<file path="src/rtl/fft_pkg.sv">
// Shared types, constants and helper functions for the FFT sequencer and datapath.
package fft_pkg;

    typedef enum logic [2:0] {
        ST_IDLE,
        ST_LOAD,
        ST_CALC,
        ST_DRAIN,
        ST_UNLOAD,
        ST_FLUSH,
        ST_DONE
    } fft_state_t;

    // Fixed-point widths shared by butterfly, twiddle ROM and sample RAM.
    localparam int data_w  = 16;
    localparam int twid_w  = 16;
    localparam int guard_w = 2;
    localparam int acc_w   = data_w + guard_w;

    function automatic int clog2(input int value);
        int r;
        r = 0;
        for (int i = 0; i < 31; i++) begin
            if ((1 << i) < value) r = i + 1;
        end
        return r;
    endfunction

    // Reverse the low 'width' bits of value; upper bits of the result are zero.
    function automatic logic [31:0] bitrev(input logic [31:0] value, input int width);
        logic [31:0] r;
        logic [31:0] v;
        r = '0;
        v = value;
        for (int i = 0; i < 32; i++) begin
            if (i < width) begin
                r = {r[30:0], v[0]};
                v = {1'b0, v[31:1]};
            end
        end
        return r;
    endfunction

endpackage

</file>
<file path="src/rtl/fft_delay_line.sv">
// Fixed-depth shift register with synchronous active-low clear of every stage.
module fft_delay_line #(
    parameter int width = 1,
    parameter int depth = 1
) (
    input  logic             clk,
    input  logic             rst,
    input  logic [width-1:0] din,
    output logic [width-1:0] dout
);

    logic [width-1:0] pipe [depth];

    always_ff @(posedge clk) begin
        if (!rst) begin
            for (int i = 0; i < depth; i++) pipe[i] <= '0;
        end else begin
            pipe[0] <= din;
            for (int i = 1; i < depth; i++) pipe[i] <= pipe[i-1];
        end
    end

    assign dout = pipe[depth-1];

endmodule

</file>
<file path="src/rtl/fft_seq_ctrl.sv">
// Sequencer for an in-place radix-2 DIT FFT: bit-reversed load, stage-by-stage
// butterfly issue with writeback drain, then natural-order unload.
//
// state  | meaning
// IDLE   | waiting for start_data
// LOAD   | accepting no_point samples into bit-reversed addresses
// CALC   | issuing one butterfly per cycle for stage s
// DRAIN  | waiting bf_lat cycles for the stage's writebacks to land
// UNLOAD | issuing natural-order reads, one per cycle
// FLUSH  | waiting rd_lat cycles for the last read data
// DONE   | one-cycle completion pulse
module fft_seq_ctrl
    import fft_pkg::*;
#(
    parameter int  no_point = 8,
    parameter int  bf_lat   = 3,
    parameter int  rd_lat   = 1,
    localparam int aw       = clog2(no_point)
) (
    input  logic          clk,
    input  logic          rst,
    input  logic          start_data,
    input  logic          inverse,
    input  logic          in_valid,
    output logic          in_ready,
    output logic          ld_en,
    output logic [aw-1:0] ld_addr,
    output logic          bf_issue,
    output logic [aw-1:0] bf_addr_a,
    output logic [aw-1:0] bf_addr_b,
    output logic [aw-2:0] tw_idx,
    output logic          tw_conj,
    output logic          wb_en,
    output logic [aw-1:0] wb_addr_a,
    output logic [aw-1:0] wb_addr_b,
    output logic          rd_en,
    output logic [aw-1:0] rd_addr,
    output logic          out_valid,
    output logic          out_last,
    output logic          busy,
    output logic          done
);

    localparam int tmr_max = (bf_lat > rd_lat) ? bf_lat : rd_lat;
    localparam int tmr_w   = clog2(tmr_max + 1);

    fft_state_t       state, state_nxt;
    logic [aw-1:0]    k, s, b, rd_cnt;
    logic [tmr_w-1:0] timer;

    logic             k_last, b_last, s_last, rd_last, tmr_zero;
    logic [aw-1:0]    half, pos, grp, addr_a;
    logic [aw-2:0]    tw_pos;

    assign k_last   = (k == aw'(no_point - 1));
    assign b_last   = (b == aw'(no_point / 2 - 1));
    assign s_last   = (s == aw'(aw - 1));
    assign rd_last  = (rd_cnt == aw'(no_point - 1));
    assign tmr_zero = (timer == '0);

    // Butterfly b of stage s pairs addr_a with addr_a + 2^s inside group b >> s.
    always_comb begin
        half   = aw'(1) << s;
        pos    = b & (half - aw'(1));
        grp    = b >> s;
        addr_a = (grp << (s + aw'(1))) | pos;
        tw_pos = pos[aw-2:0] << (aw'(aw - 1) - s);
    end

    always_ff @(posedge clk) begin
        if (!rst) state <= ST_IDLE;
        else      state <= state_nxt;
    end

    always_comb begin
        state_nxt = state;
        in_ready  = 1'b0;
        ld_en     = 1'b0;
        ld_addr   = '0;
        bf_issue  = 1'b0;
        bf_addr_a = '0;
        bf_addr_b = '0;
        tw_idx    = '0;
        rd_en     = 1'b0;
        rd_addr   = '0;
        busy      = 1'b1;
        done      = 1'b0;
        case (state)
            ST_IDLE: begin
                busy = 1'b0;
                if (start_data) state_nxt = ST_LOAD;
            end
            ST_LOAD: begin
                in_ready = 1'b1;
                ld_en    = in_valid;
                ld_addr  = aw'(bitrev(32'(k), aw));
                if (in_valid && k_last) state_nxt = ST_CALC;
            end
            ST_CALC: begin
                bf_issue  = 1'b1;
                bf_addr_a = addr_a;
                bf_addr_b = addr_a | half;
                tw_idx    = tw_pos;
                if (b_last) state_nxt = ST_DRAIN;
            end
            ST_DRAIN: begin
                if (tmr_zero) state_nxt = s_last ? ST_UNLOAD : ST_CALC;
            end
            ST_UNLOAD: begin
                rd_en   = 1'b1;
                rd_addr = rd_cnt;
                if (rd_last) state_nxt = ST_FLUSH;
            end
            ST_FLUSH: begin
                if (tmr_zero) state_nxt = ST_DONE;
            end
            ST_DONE: begin
                done      = 1'b1;
                state_nxt = ST_IDLE;
            end
            default: begin
                busy      = 1'b0;
                state_nxt = ST_IDLE;
            end
        endcase
    end

    // Wait phases share one down-counter, loaded on the last cycle of the preceding phase.
    always_ff @(posedge clk) begin
        if (!rst) begin
            k       <= '0;
            s       <= '0;
            b       <= '0;
            rd_cnt  <= '0;
            timer   <= '0;
            tw_conj <= 1'b0;
        end else begin
            case (state)
                ST_IDLE: begin
                    if (start_data) begin
                        tw_conj <= inverse;
                        k       <= '0;
                        s       <= '0;
                        b       <= '0;
                        rd_cnt  <= '0;
                        timer   <= '0;
                    end
                end
                ST_LOAD: begin
                    if (in_valid) k <= k_last ? '0 : k + aw'(1);
                end
                ST_CALC: begin
                    if (b_last) begin
                        b     <= '0;
                        timer <= tmr_w'(bf_lat - 1);
                    end else begin
                        b <= b + aw'(1);
                    end
                end
                ST_DRAIN: begin
                    if (tmr_zero) begin
                        if (!s_last) s <= s + aw'(1);
                    end else begin
                        timer <= timer - tmr_w'(1);
                    end
                end
                ST_UNLOAD: begin
                    if (rd_last) begin
                        rd_cnt <= '0;
                        timer  <= tmr_w'(rd_lat - 1);
                    end else begin
                        rd_cnt <= rd_cnt + aw'(1);
                    end
                end
                ST_FLUSH: begin
                    if (!tmr_zero) timer <= timer - tmr_w'(1);
                end
                default: ;
            endcase
        end
    end

    fft_delay_line #(
        .width (2 * aw + 1),
        .depth (bf_lat)
    ) u_wb_pipe (
        .clk  (clk),
        .rst  (rst),
        .din  ({bf_issue, bf_addr_a, bf_addr_b}),
        .dout ({wb_en, wb_addr_a, wb_addr_b})
    );

    fft_delay_line #(
        .width (2),
        .depth (rd_lat)
    ) u_rd_pipe (
        .clk  (clk),
        .rst  (rst),
        .din  ({rd_en, rd_en & rd_last}),
        .dout ({out_valid, out_last})
    );

endmodule

</file>
<file path="config.mk">
export PLATFORM = sky130hd
export DESIGN_NAME = fft_seq_ctrl
export DESIGN_NICKNAME = d
export VERILOG_FILES = /design/src/rtl/fft_pkg.sv /design/src/rtl/fft_delay_line.sv /design/src/rtl/fft_seq_ctrl.sv
export SDC_FILE = /design/constraint.sdc
export NUM_CORES = 1
export LEC_CHECK = 0
export ABC_AREA = 0
export BUFFER_PORTS_ARGS = -buffer_cell sky130_fd_sc_hd__buf_2
export CORE_UTILIZATION = 30
export CTS_CLUSTER_SIZE = 20
export DETAILED_ROUTE_END_ITERATION = 8
export GPL_ROUTABILITY_DRIVEN = 0
export PLACE_DENSITY_LB_ADDON = 0.25
export REMOVE_ABC_BUFFERS = 1
export SLEW_MARGIN = 20
export SYNTH_ARGS = -nofsm -noshare
export SYNTH_HDL_FRONTEND = slang
export SYNTH_SLANG_ARGS = --single-unit
</file>
<file path="constraint.sdc">
create_clock -name clk -period 5.29 [get_ports clk]
set_input_delay 1.058 -clock clk [delete_from_list [all_inputs] [get_ports clk]]
set_output_delay 1.058 -clock clk [all_outputs]
set_load 0.03 [all_outputs]
</file>
# == After elaboration in Yosys (flattened, before gate mapping) ==
# Memory sizes are Yosys's and may differ from the RTL's.
# Cells that the tools add are included.
# op_classes
n_mux,42
n_addsub,7
n_reduce_logical,18
n_shift,4
eq_ne,19
bitwise_logic,7
# op_table
cell,n
$mux W3,18
$pmux W3 S2,4
$mux W7,3
$ne A2 B2 Y1 const B,9
$pmux W3 S6,1
$eq A3 B3 Y1 const B,5
$add A3 B1 Y3 const B,4
$eq A3 B2 Y1 const B,4
$mux W2,6
$mux W1,9
$pmux W2 S4,1
$reduce_bool A2 Y1,4
$or A3 B3 Y3,2
$reduce_and A2 Y1,3
$reduce_and A6 Y1,1
$reduce_or A6 Y1,1
$reduce_and A5 Y1,1
$reduce_and A4 Y1,1
$reduce_bool A4 Y1,1
$reduce_or A2 Y1,2
$and A3 B3 Y3,1
$eq A3 B1 Y1 const B,1
$logic_not A3 Y1,1
$or A1 B1 Y1,3
other kinds (11),11
# word_totals
wordCells,106
reg_bits,18
out_inout_bits,30
n_memories,2
ramBits,23
in_bits,5
# memory_table
memory,words,word_bits,read_ports,rd_clocked_by_memory_dff,write_ports,line,source
u_wb_pipe.pipe,3,7,3,0,3,fft_delay_line.sv:12,logic [width-1:0] pipe [depth];
u_rd_pipe.pipe,1,2,1,0,1,fft_delay_line.sv:12,

# == Logic depth before layout (Yosys ltp) ==
# Gate-level depths: netlist of run 1.
# logic_depth
word_depth,7
ltp_mapped,7
depth_no_buf,7

# == Hierarchy ==
# Synthesis of run 1 repeated with hierarchy kept, for this count alone.
# unflattened
cells_unflattened,217
area_unflattened_um2,2077.0
# by_module_without_submodules
mod,n_inst,cells_per_inst,area_per_inst_um2,seq_area_each_um2
fft_seq_ctrl,1,162,1378.8,360.3
fft_delay_line (u_wb_pipe),1,51,645.6,420.4
fft_delay_line (u_rd_pipe),1,4,52.6,40.0

# == Worst setup path before layout of run 1 ==
# Ideal clock, no wire load.
# synth_timing
path_type,register -> output
startpoint,register s[0]
endpoint,output port bf_addr_b[1]
required_time_ns,4.232
path_buffers,0
path_stages_with_launch,8
t_arrival_ns,1.883
path_slack_ns,2.349
cell_sequence,dfxtp_1 -> inv_1 -> ha_1 -> nand2b_1 -> ha_1 -> nor2b_1 -> a31oi_1 -> a21oi_1
# synth_via
elab_chain_len,6
elab_cells_between_ends,9
cone_classes,add/sub (2); shift (3); mux (1); bitwise (3)
# synth_rtl
element,line,source
"start, declared",fft_seq_ctrl.sv:48,"logic [aw-1:0] k, s, b, rd_cnt;"
"start signal, assigned",fft_seq_ctrl.sv:162,if (!s_last) s <= s + aw'(1);
"parallel branches: the longest is 4 deep, another holds $add A3 B1 Y3",--,
$or A3 B3 Y3 (*),fft_seq_ctrl.sv:102,bf_addr_b = addr_a | half;
$mux W3 (*),fft_seq_ctrl.sv:88,case (state)
"end, declared",fft_seq_ctrl.sv:30,"output logic [aw-1:0] bf_addr_b,"
# Every way passes the cells marked *.

# == Final worst setup path of run 1 ==
# Ends and elaborated chain as after synthesis.

==> metrics.txt, run 1 <==
# TYPE chip_impl_metric gauge
chip_impl_info{name="run_status",value="finished clean"} 1
chip_impl_metric{name="max_cap_viol_count",unit=""} 0
chip_impl_metric{name="area_delta_synth_final",unit="%"} 13.53
chip_impl_metric{name="postCtsHoldBufs",unit=""} 0
chip_impl_metric{name="timing.critical_path.slowest_cell_delay",unit="ns"} 0.48
chip_impl_metric{name="antenna-diode-count",unit=""} 0
chip_impl_metric{name="post-cts-setup-buffers",unit=""} 0
chip_impl_metric{name="core.rowCount",unit=""} 29
chip_impl_metric{name="drtAntennaViolNets",unit=""} 0
chip_impl_metric{name="total_i_o_pin_count",unit=""} 35
chip_impl_metric{name="post_synth_num_cell_types",unit=""} 41
chip_impl_metric{name="grt_usage",unit="%"} 10.79
chip_impl_metric{name="power.combinational.fraction",unit="%"} 3.9
chip_impl_metric{name="drt-wirelength-per-cell",unit="um"} 11.09
chip_impl_metric{name="core_region_area",unit="sq mm"} 0.006350
chip_impl_info{name="critical_path.top_delay_family",value="adder cells"} 1
chip_impl_metric{name="die_area",unit="sq mm"} 0.006892
chip_impl_metric{name="maxClockFrequency",unit="MHz"} 301.8
chip_impl_info{name="leading_cell_type_in_the_layout_fill_and_taps_excluded",value="dfxtp_1"} 1
chip_impl_metric{name="drt_drc_violations_left",unit=""} 0
chip_impl_metric{name="die_h",unit="um"} 83.02
chip_impl_metric{name="synth_seq_area_share",unit="%"} 41.68
chip_impl_metric{name="placement.cell_area",unit="sq mm"} 0.002121
chip_impl_metric{name="port_buffers",unit=""} 34
chip_impl_info{name="crit_path_end_kind",value="output port"} 1
chip_impl_info{name="root_buffer",value="clkbuf_8"} 1
chip_impl_metric{name="timing.critical_path.required",unit="ns"} 4.23
chip_impl_metric{name="timing_max_transition_violations_final",unit=""} 0
chip_impl_metric{name="first_global_vias",unit=""} 1318
chip_impl_metric{name="hold_violations",unit=""} 0
chip_impl_metric{name="cellLeakagePower",unit="uW"} 0.0009856
chip_impl_info{name="min_delay_path_class",value="flop to flop"} 1
chip_impl_info{name="cpMaxStageDelayCell",value="dfxtp_1"} 1
chip_impl_metric{name="clk_lat_worst_skew",unit="ns"} 0.29
chip_impl_metric{name="drt_pass1_iterations",unit=""} 4
chip_impl_info{name="cts_tree",value="built"} 1
chip_impl_metric{name="critical_path_peak_fanout",unit=""} 8
chip_impl_metric{name="worst_clock_skew",unit="ns"} 0.008150
chip_impl_metric{name="cellInternalPower",unit="uW"} 459.3
chip_impl_metric{name="final_cell_area",unit="sq mm"} 0.002236
chip_impl_metric{name="postCtsResizedCells",unit=""} 0
chip_impl_metric{name="critical_path_arrival",unit="ns"} 2.26
chip_impl_metric{name="numClockSinks",unit=""} 41
chip_impl_info{name="path_cells",value="inv_1 -> ha_1 -> nand2b_1 -> ha_1 -> nor2b_1 -> a31oi_1 -> a21oi_1 -> buf_2"} 1
chip_impl_metric{name="timing.final.setup_violations",unit=""} 0
chip_impl_metric{name="clock_path_buffers",unit=""} 2
chip_impl_metric{name="floorplan.die.width",unit="um"} 83.02
chip_impl_metric{name="pwr_per_cell_area",unit="mW/mm^2"} 263.6
chip_impl_metric{name="synth_instances",unit=""} 220
chip_impl_metric{name="route.vias.total",unit=""} 1468
chip_impl_metric{name="switching_power",unit="uW"} 130.0
chip_impl_metric{name="slew_headroom",unit="%"} 62.88
chip_impl_metric{name="yosys_warnings",unit=""} 0
chip_impl_metric{name="htreeDepth",unit=""} 2
chip_impl_metric{name="hold_slack",unit="ns"} 0.4326
chip_impl_metric{name="dpl.hpwl",unit="mm"} 2.483
chip_impl_metric{name="avgSynthCellArea",unit="sq um"} 8.952
chip_impl_metric{name="power_switching_share",unit="%"} 22.06
chip_impl_metric{name="min_period_over_period",unit="%"} 62.64
chip_impl_metric{name="seq_power_share",unit="%"} 53.1
chip_impl_metric{name="post_route_total_power",unit="uW"} 589.3
chip_impl_metric{name="grt_start_max_net_pins",unit=""} 38
chip_impl_metric{name="numCtsBuffers",unit=""} 5
chip_impl_info{name="mostFrequentLayoutCells",value="41 x dfxtp_1, 34 x buf_2, 23 x and2_1"} 1
chip_impl_info{name="critPathLaunchType",value="flop"} 1
chip_impl_info{name="path_common_cell",value="ha_1"} 1
chip_impl_metric{name="gr-total-overflow",unit=""} 0
chip_impl_metric{name="path_clk_slew",unit="ns"} 0.08
chip_impl_metric{name="avgViaCountPerCell",unit=""} 4.559
chip_impl_metric{name="syn_area",unit="sq mm"} 0.001969
chip_impl_metric{name="grt_first_pass_wirelength",unit="mm"} 6.051
chip_impl_metric{name="timing.critical_path.buf_inv",unit=""} 2
chip_impl_metric{name="layout_min_cycle_time",unit="ns"} 3.314
chip_impl_info{name="rsz0062_at_grt",value="no"} 1
chip_impl_metric{name="power.ir.vdd_worst",unit="V"} 0.0001481
chip_impl_metric{name="final_layout_size_suffix_gt1_share",unit="%"} 18.78
chip_impl_metric{name="design.final.nets",unit=""} 260
chip_impl_metric{name="power_frac_clock",unit="%"} 43.0
chip_impl_metric{name="dr.first_iter.drc_count",unit=""} 33
chip_impl_metric{name="synth_seq_cells",unit=""} 41
chip_impl_metric{name="drt-total-wl",unit="mm"} 3.570
chip_impl_metric{name="tightest_slew",unit="ns"} 0.5560
chip_impl_metric{name="antenna_violations_before_repair",unit=""} 0
chip_impl_metric{name="initial_core_util",unit="%"} 31.01
chip_impl_info{name="critPathKind",value="flop to output port"} 1
chip_impl_metric{name="setup-tns-final",unit="ns"} 0
chip_impl_metric{name="fin_util",unit="%"} 35.21
==> cells by family after synthesis <==
| logic type | share of synthesized area [%] |
|---|---|
| AND/OR/NAND/NOR | 28.08 |
| flip-flops | 41.68 |
| AO/OA/AOI/OAI | 11.50 |
| buffers and inverters | 7.942 |
| adder cells (fa/ha/maj) | 6.988 |
| XOR/XNOR | 1.779 |
| multiplexers | 2.033 |
==> metrics by stage <==
step,std cells,setup slack (ns)
floorplan,203,2.349
global placement,314,2.400
detailed placement,314,2.321
CTS,322,1.989
global route,322,1.748
finish,322,1.977
==> cells in the mapped netlist <==
| library cell | number | area share [%] |
|---|---|---|
| mux2i_1 | 4 | 2.0 |
| and4_1 | 1 | 0.44 |
| buf_6 | 3 | 1.7 |
| nand3_1 | 6 | 1.5 |
| a311oi_1 | 1 | 0.44 |
| and3_1 | 4 | 1.3 |
| or3_1 | 2 | 0.64 |
| o21a_1 | 1 | 0.38 |
| a21boi_1 | 2 | 0.76 |
| a31oi_1 | 3 | 0.95 |
| clkbuf_1 | 5 | 0.95 |
| o221ai_1 | 1 | 0.44 |
| a21oi_1 | 6 | 1.5 |
| inv_1 | 11 | 2.1 |
| a21boi_0 | 5 | 1.9 |
| xor2_1 | 4 | 1.8 |
| a22oi_1 | 3 | 1.1 |
| a211oi_1 | 1 | 0.38 |
| nor2_1 | 20 | 3.8 |
| nand2b_1 | 3 | 0.95 |
| o211ai_1 | 1 | 0.38 |
| buf_4 | 7 | 2.7 |
| o21ai_0 | 5 | 1.3 |
| o2bb2ai_1 | 1 | 0.44 |
| nand2_1 | 17 | 3.2 |
| nor4b_1 | 1 | 0.44 |
| nor3_1 | 4 | 1.0 |
| buf_2 | 2 | 0.51 |
| nand3b_1 | 1 | 0.38 |
| nor3_2 | 1 | 0.51 |
| and2_1 | 23 | 7.3 |
| ha_1 | 11 | 7.0 |
| a32o_1 | 1 | 0.51 |
| nor2b_1 | 10 | 3.2 |
| o2111ai_1 | 1 | 0.44 |
| nor3b_2 | 2 | 1.3 |
| nand4b_1 | 2 | 0.89 |
| dfxtp_1 | 41 | 42 |
| or4b_1 | 1 | 0.51 |
| or4b_4 | 1 | 0.70 |
| a222oi_1 | 1 | 0.51 |
==> flip-flops by register name, summed over array words and instances (netlist names) <==
register	cells
u_wb_pipe.pipe	21
tw_conj	1
timer	2
b	3
s	3
k	3
rd_cnt	3
u_rd_pipe.pipe	2
state	3
==> power groups by stage <==
| stage | clock network, uW | registers [uW] | logic [uW] |
|---|---|---|---|
| final | 253 | 313 | 23.3 |
| after floorplan | 0 | 320 | 13.7 |
| after detailed placement | 0 | 320 | 24.1 |
| after CTS | 263 | 313 | 24.2 |
| after global placement | 0 | 320 | 23.9 |
| after global routing | 276 | 313 | 25.9 |
==> metal layers <==
layer / GRT usage, % / vias to the layer above / routed length (um)
li1: - / 788 / -
met1: 13.72 / 651 / 1725
met2: 17.14 / 27 / 1689
met3: 3.181 / 2 / 132
met4: 4.232 / 0 / 23
met5: 0 / - / 0
==> path summary, 6_finish.rpt <==
| kind | endpoint | from | cells past startpoint | slack [ns] |
|---|---|---|---|---|
| hold / removal | u_wb_pipe.pipe[0][20] | u_wb_pipe.pipe[0][13] | 1 | 0.43 |
| setup / recovery | bf_addr_b[1] | s[0] | 8 | 1.98 |
| hold reg to reg | u_wb_pipe.pipe[0][20] | u_wb_pipe.pipe[0][13] | 1 | 0.43 |
| setup reg to reg | u_wb_pipe.pipe[0][1] | s[0] | 7 | 3.49 |
==> cell type report <==
cell class	count	area, sq um
clock inverter	3	46.29
timing repair buffer	34	170.2
tap	77	96.34
fill	664	4114
sequential	41	820.8
multi-input combinational	151	992.2
inverter	11	41.29
clock buffer	5	68.82
(Power assumes the default switching activity.)
==> run 2, diff against run 1 <==
Clock period 5.29 ns to 3.4 ns, I/O delays scaled along.
==> metrics.txt, run 2 (synthesis gave the netlist of run 1 again) <==
# TYPE chip_impl_metric gauge
chip_impl_info{name="leading_cell_type_in_the_layout_fill_and_taps_excluded",value="dfxtp_1"} 1
chip_impl_metric{name="area_delta_synth_final",unit="%"} 13.53
chip_impl_metric{name="r2r_cells",unit=""} 7
chip_impl_metric{name="fin_cells",unit=""} 322
chip_impl_metric{name="final.fill_count",unit=""} 661
chip_impl_metric{name="total_i_o_pin_count",unit=""} 35
chip_impl_metric{name="initial_core_util",unit="%"} 31.01
chip_impl_info{name="critPathKind",value="flop to output port"} 1
chip_impl_metric{name="placed_cells_incl_taps",unit=""} 314
chip_impl_metric{name="die_area",unit="sq mm"} 0.006892
chip_impl_metric{name="drt-wirelength-per-cell",unit="um"} 11.22
chip_impl_metric{name="dr.first_iter.drc_count",unit=""} 23
chip_impl_metric{name="avgViaCountPerCell",unit=""} 4.571
chip_impl_metric{name="route.vias.total",unit=""} 1472
chip_impl_metric{name="seq_power_share",unit="%"} 52.9
chip_impl_metric{name="timing.critical_path.required",unit="ns"} 2.72
chip_impl_metric{name="drtAntennaViolNets",unit=""} 0
chip_impl_metric{name="antenna-diode-count",unit=""} 0
chip_impl_metric{name="antenna_violations_before_repair",unit=""} 0
chip_impl_metric{name="core.rowCount",unit=""} 29
chip_impl_metric{name="postCtsHoldBufs",unit=""} 0
chip_impl_metric{name="numClockSinks",unit=""} 41
chip_impl_info{name="top_register",value="u_wb_pipe.pipe"} 1
chip_impl_metric{name="critical_path_peak_fanout",unit=""} 8
chip_impl_metric{name="final_layout_size_suffix_gt1_share",unit="%"} 18.78
chip_impl_metric{name="power_frac_clock",unit="%"} 43.1
chip_impl_info{name="crit_path_end_kind",value="output port"} 1
chip_impl_metric{name="clk_lat_worst_skew",unit="ns"} 0.29
chip_impl_metric{name="path_clk_slew",unit="ns"} 0.08
chip_impl_metric{name="post_route_total_power",unit="uW"} 919.2
chip_impl_metric{name="post-cts-setup-buffers",unit=""} 0
chip_impl_info{name="cts_tree",value="built"} 1
chip_impl_metric{name="number_of_flip_flops_under_the_largest_register_name",unit=""} 21
chip_impl_info{name="min_delay_path_class",value="flop to flop"} 1
chip_impl_metric{name="timing_max_transition_violations_final",unit=""} 0
chip_impl_metric{name="max_cap_viol_count",unit=""} 0
chip_impl_metric{name="power_switching_share",unit="%"} 22.25
chip_impl_metric{name="drt_drc_violations_left",unit=""} 0
chip_impl_info{name="critPathLaunchType",value="flop"} 1
chip_impl_metric{name="core_region_area",unit="sq mm"} 0.006350
chip_impl_metric{name="power.combinational.fraction",unit="%"} 4.0
chip_impl_metric{name="port_buffers",unit=""} 34
chip_impl_metric{name="numCtsBuffers",unit=""} 5
chip_impl_info{name="mostFrequentLayoutCells",value="41 x dfxtp_1, 34 x buf_2, 23 x and2_1"} 1
chip_impl_metric{name="r2r_setup_slack",unit="ns"} 1.57
chip_impl_metric{name="first_global_vias",unit=""} 1323
chip_impl_metric{name="die_h",unit="um"} 83.02
chip_impl_info{name="run_status",value="finished clean"} 1
chip_impl_metric{name="power.ir.vdd_worst",unit="V"} 0.0002216
chip_impl_metric{name="grt_usage",unit="%"} 10.95
chip_impl_metric{name="cellInternalPower",unit="uW"} 714.6
chip_impl_metric{name="sequential_cell_area",unit="sq um"} 820.8
chip_impl_metric{name="grt_start_max_net_pins",unit=""} 38
chip_impl_metric{name="worst_hold_path.num_cells",unit=""} 1
chip_impl_metric{name="grt_first_pass_wirelength",unit="mm"} 6.106
chip_impl_metric{name="switching_power",unit="uW"} 204.6
chip_impl_metric{name="hold_violations",unit=""} 0
chip_impl_metric{name="drt-total-wl",unit="mm"} 3.614
chip_impl_info{name="root_buffer",value="clkbuf_8"} 1
chip_impl_metric{name="tightest_slew",unit="ns"} 0.5870
chip_impl_metric{name="timing.final.setup_violations",unit=""} 0
chip_impl_metric{name="critical_path_arrival",unit="ns"} 2.27
chip_impl_metric{name="design.final.nets",unit=""} 260
chip_impl_metric{name="cellLeakagePower",unit="uW"} 0.0009856
chip_impl_metric{name="drt_pass1_iterations",unit=""} 4
chip_impl_metric{name="slew_headroom",unit="%"} 60.81
chip_impl_metric{name="maxClockFrequency",unit="MHz"} 339.4
chip_impl_metric{name="gr-total-overflow",unit=""} 0
chip_impl_metric{name="pwr_per_cell_area",unit="mW/mm^2"} 411.1
chip_impl_metric{name="htreeDepth",unit=""} 2
chip_impl_metric{name="floorplan.die.width",unit="um"} 83.02
chip_impl_metric{name="worst_clock_skew",unit="ns"} 0.002483
chip_impl_metric{name="min_period_over_period",unit="%"} 86.67
chip_impl_info{name="rsz0062_at_grt",value="no"} 1
chip_impl_metric{name="layout_min_cycle_time",unit="ns"} 2.947
chip_impl_metric{name="dpl.hpwl",unit="mm"} 2.479
chip_impl_metric{name="clock_path_buffers",unit=""} 2
chip_impl_metric{name="multiInputGateArea",unit="sq um"} 992.2
chip_impl_metric{name="postCtsResizedCells",unit=""} 0
chip_impl_metric{name="setup-tns-final",unit="ns"} 0
==> run 2: final cells by class <==
| type | count | share of cell area [%] |
|---|---|---|
| inverter | 11 | 1.847 |
| tap | 77 | 4.309 |
| clock inverter | 3 | 2.071 |
| sequential | 41 | 36.71 |
| multi-input combinational | 151 | 44.38 |
| clock buffer | 5 | 3.078 |
| timing repair buffer | 34 | 7.611 |
==> run 2: worst paths after layout <==
check,start,end
setup reg to reg,s[0],u_wb_pipe.pipe[0][1]
setup / recovery,s[0],bf_addr_b[1]
hold reg to reg,u_wb_pipe.pipe[0][4],u_wb_pipe.pipe[0][11]
hold / removal,u_wb_pipe.pipe[0][4],u_wb_pipe.pipe[0][11]
==> run 2: power by group through the flow <==
stage | registers, uW | clock network (uW) | logic [uW]
after floorplan | 498 | 0 | 21.3
after global placement | 498 | 0 | 37.2
after detailed placement | 498 | 0 | 37.7
after CTS | 486 | 410 | 37.7
after global routing | 487 | 436 | 40.6
final | 486 | 396 | 36.6
==> run 2: metal layers <==
metal	vias up	part of all wire [%]	track usage, %
li1	784	-	-
met1	658	51	14.09
met2	28	44	17.14
met3	2	4.4	4.274
met4	0	0.47	2.821
met5	-	0	0
==> run 2: stage by stage <==
step / util [%] / instance area [sq um] / hold slack (ns) / setup slack [ns]
final: 35.21 / 2236 / 0.4367 / 0.4533
after global routing: 35.21 / 2236 / 0.4561 / 0.2266
after floorplan: - / 1854 / 0.4118 / 0.8373
after detailed placement: 33.40 / 2121 / 0.4169 / 0.8084
after global placement: 33.40 / 2121 / 0.4144 / 0.8884
after CTS: 35.21 / 2236 / 0.4373 / 0.4805
==> run 2: worst max-delay path, stage by stage (launching register included) <==
cell	delay, ns
dfxtp_1	0.48
inv_1	0.19
ha_1	0.24
nand2b_1	0.15
ha_1	0.26
nor2b_1	0.15
a31oi_1	0.10
a21oi_1	0.18
buf_2	0.22
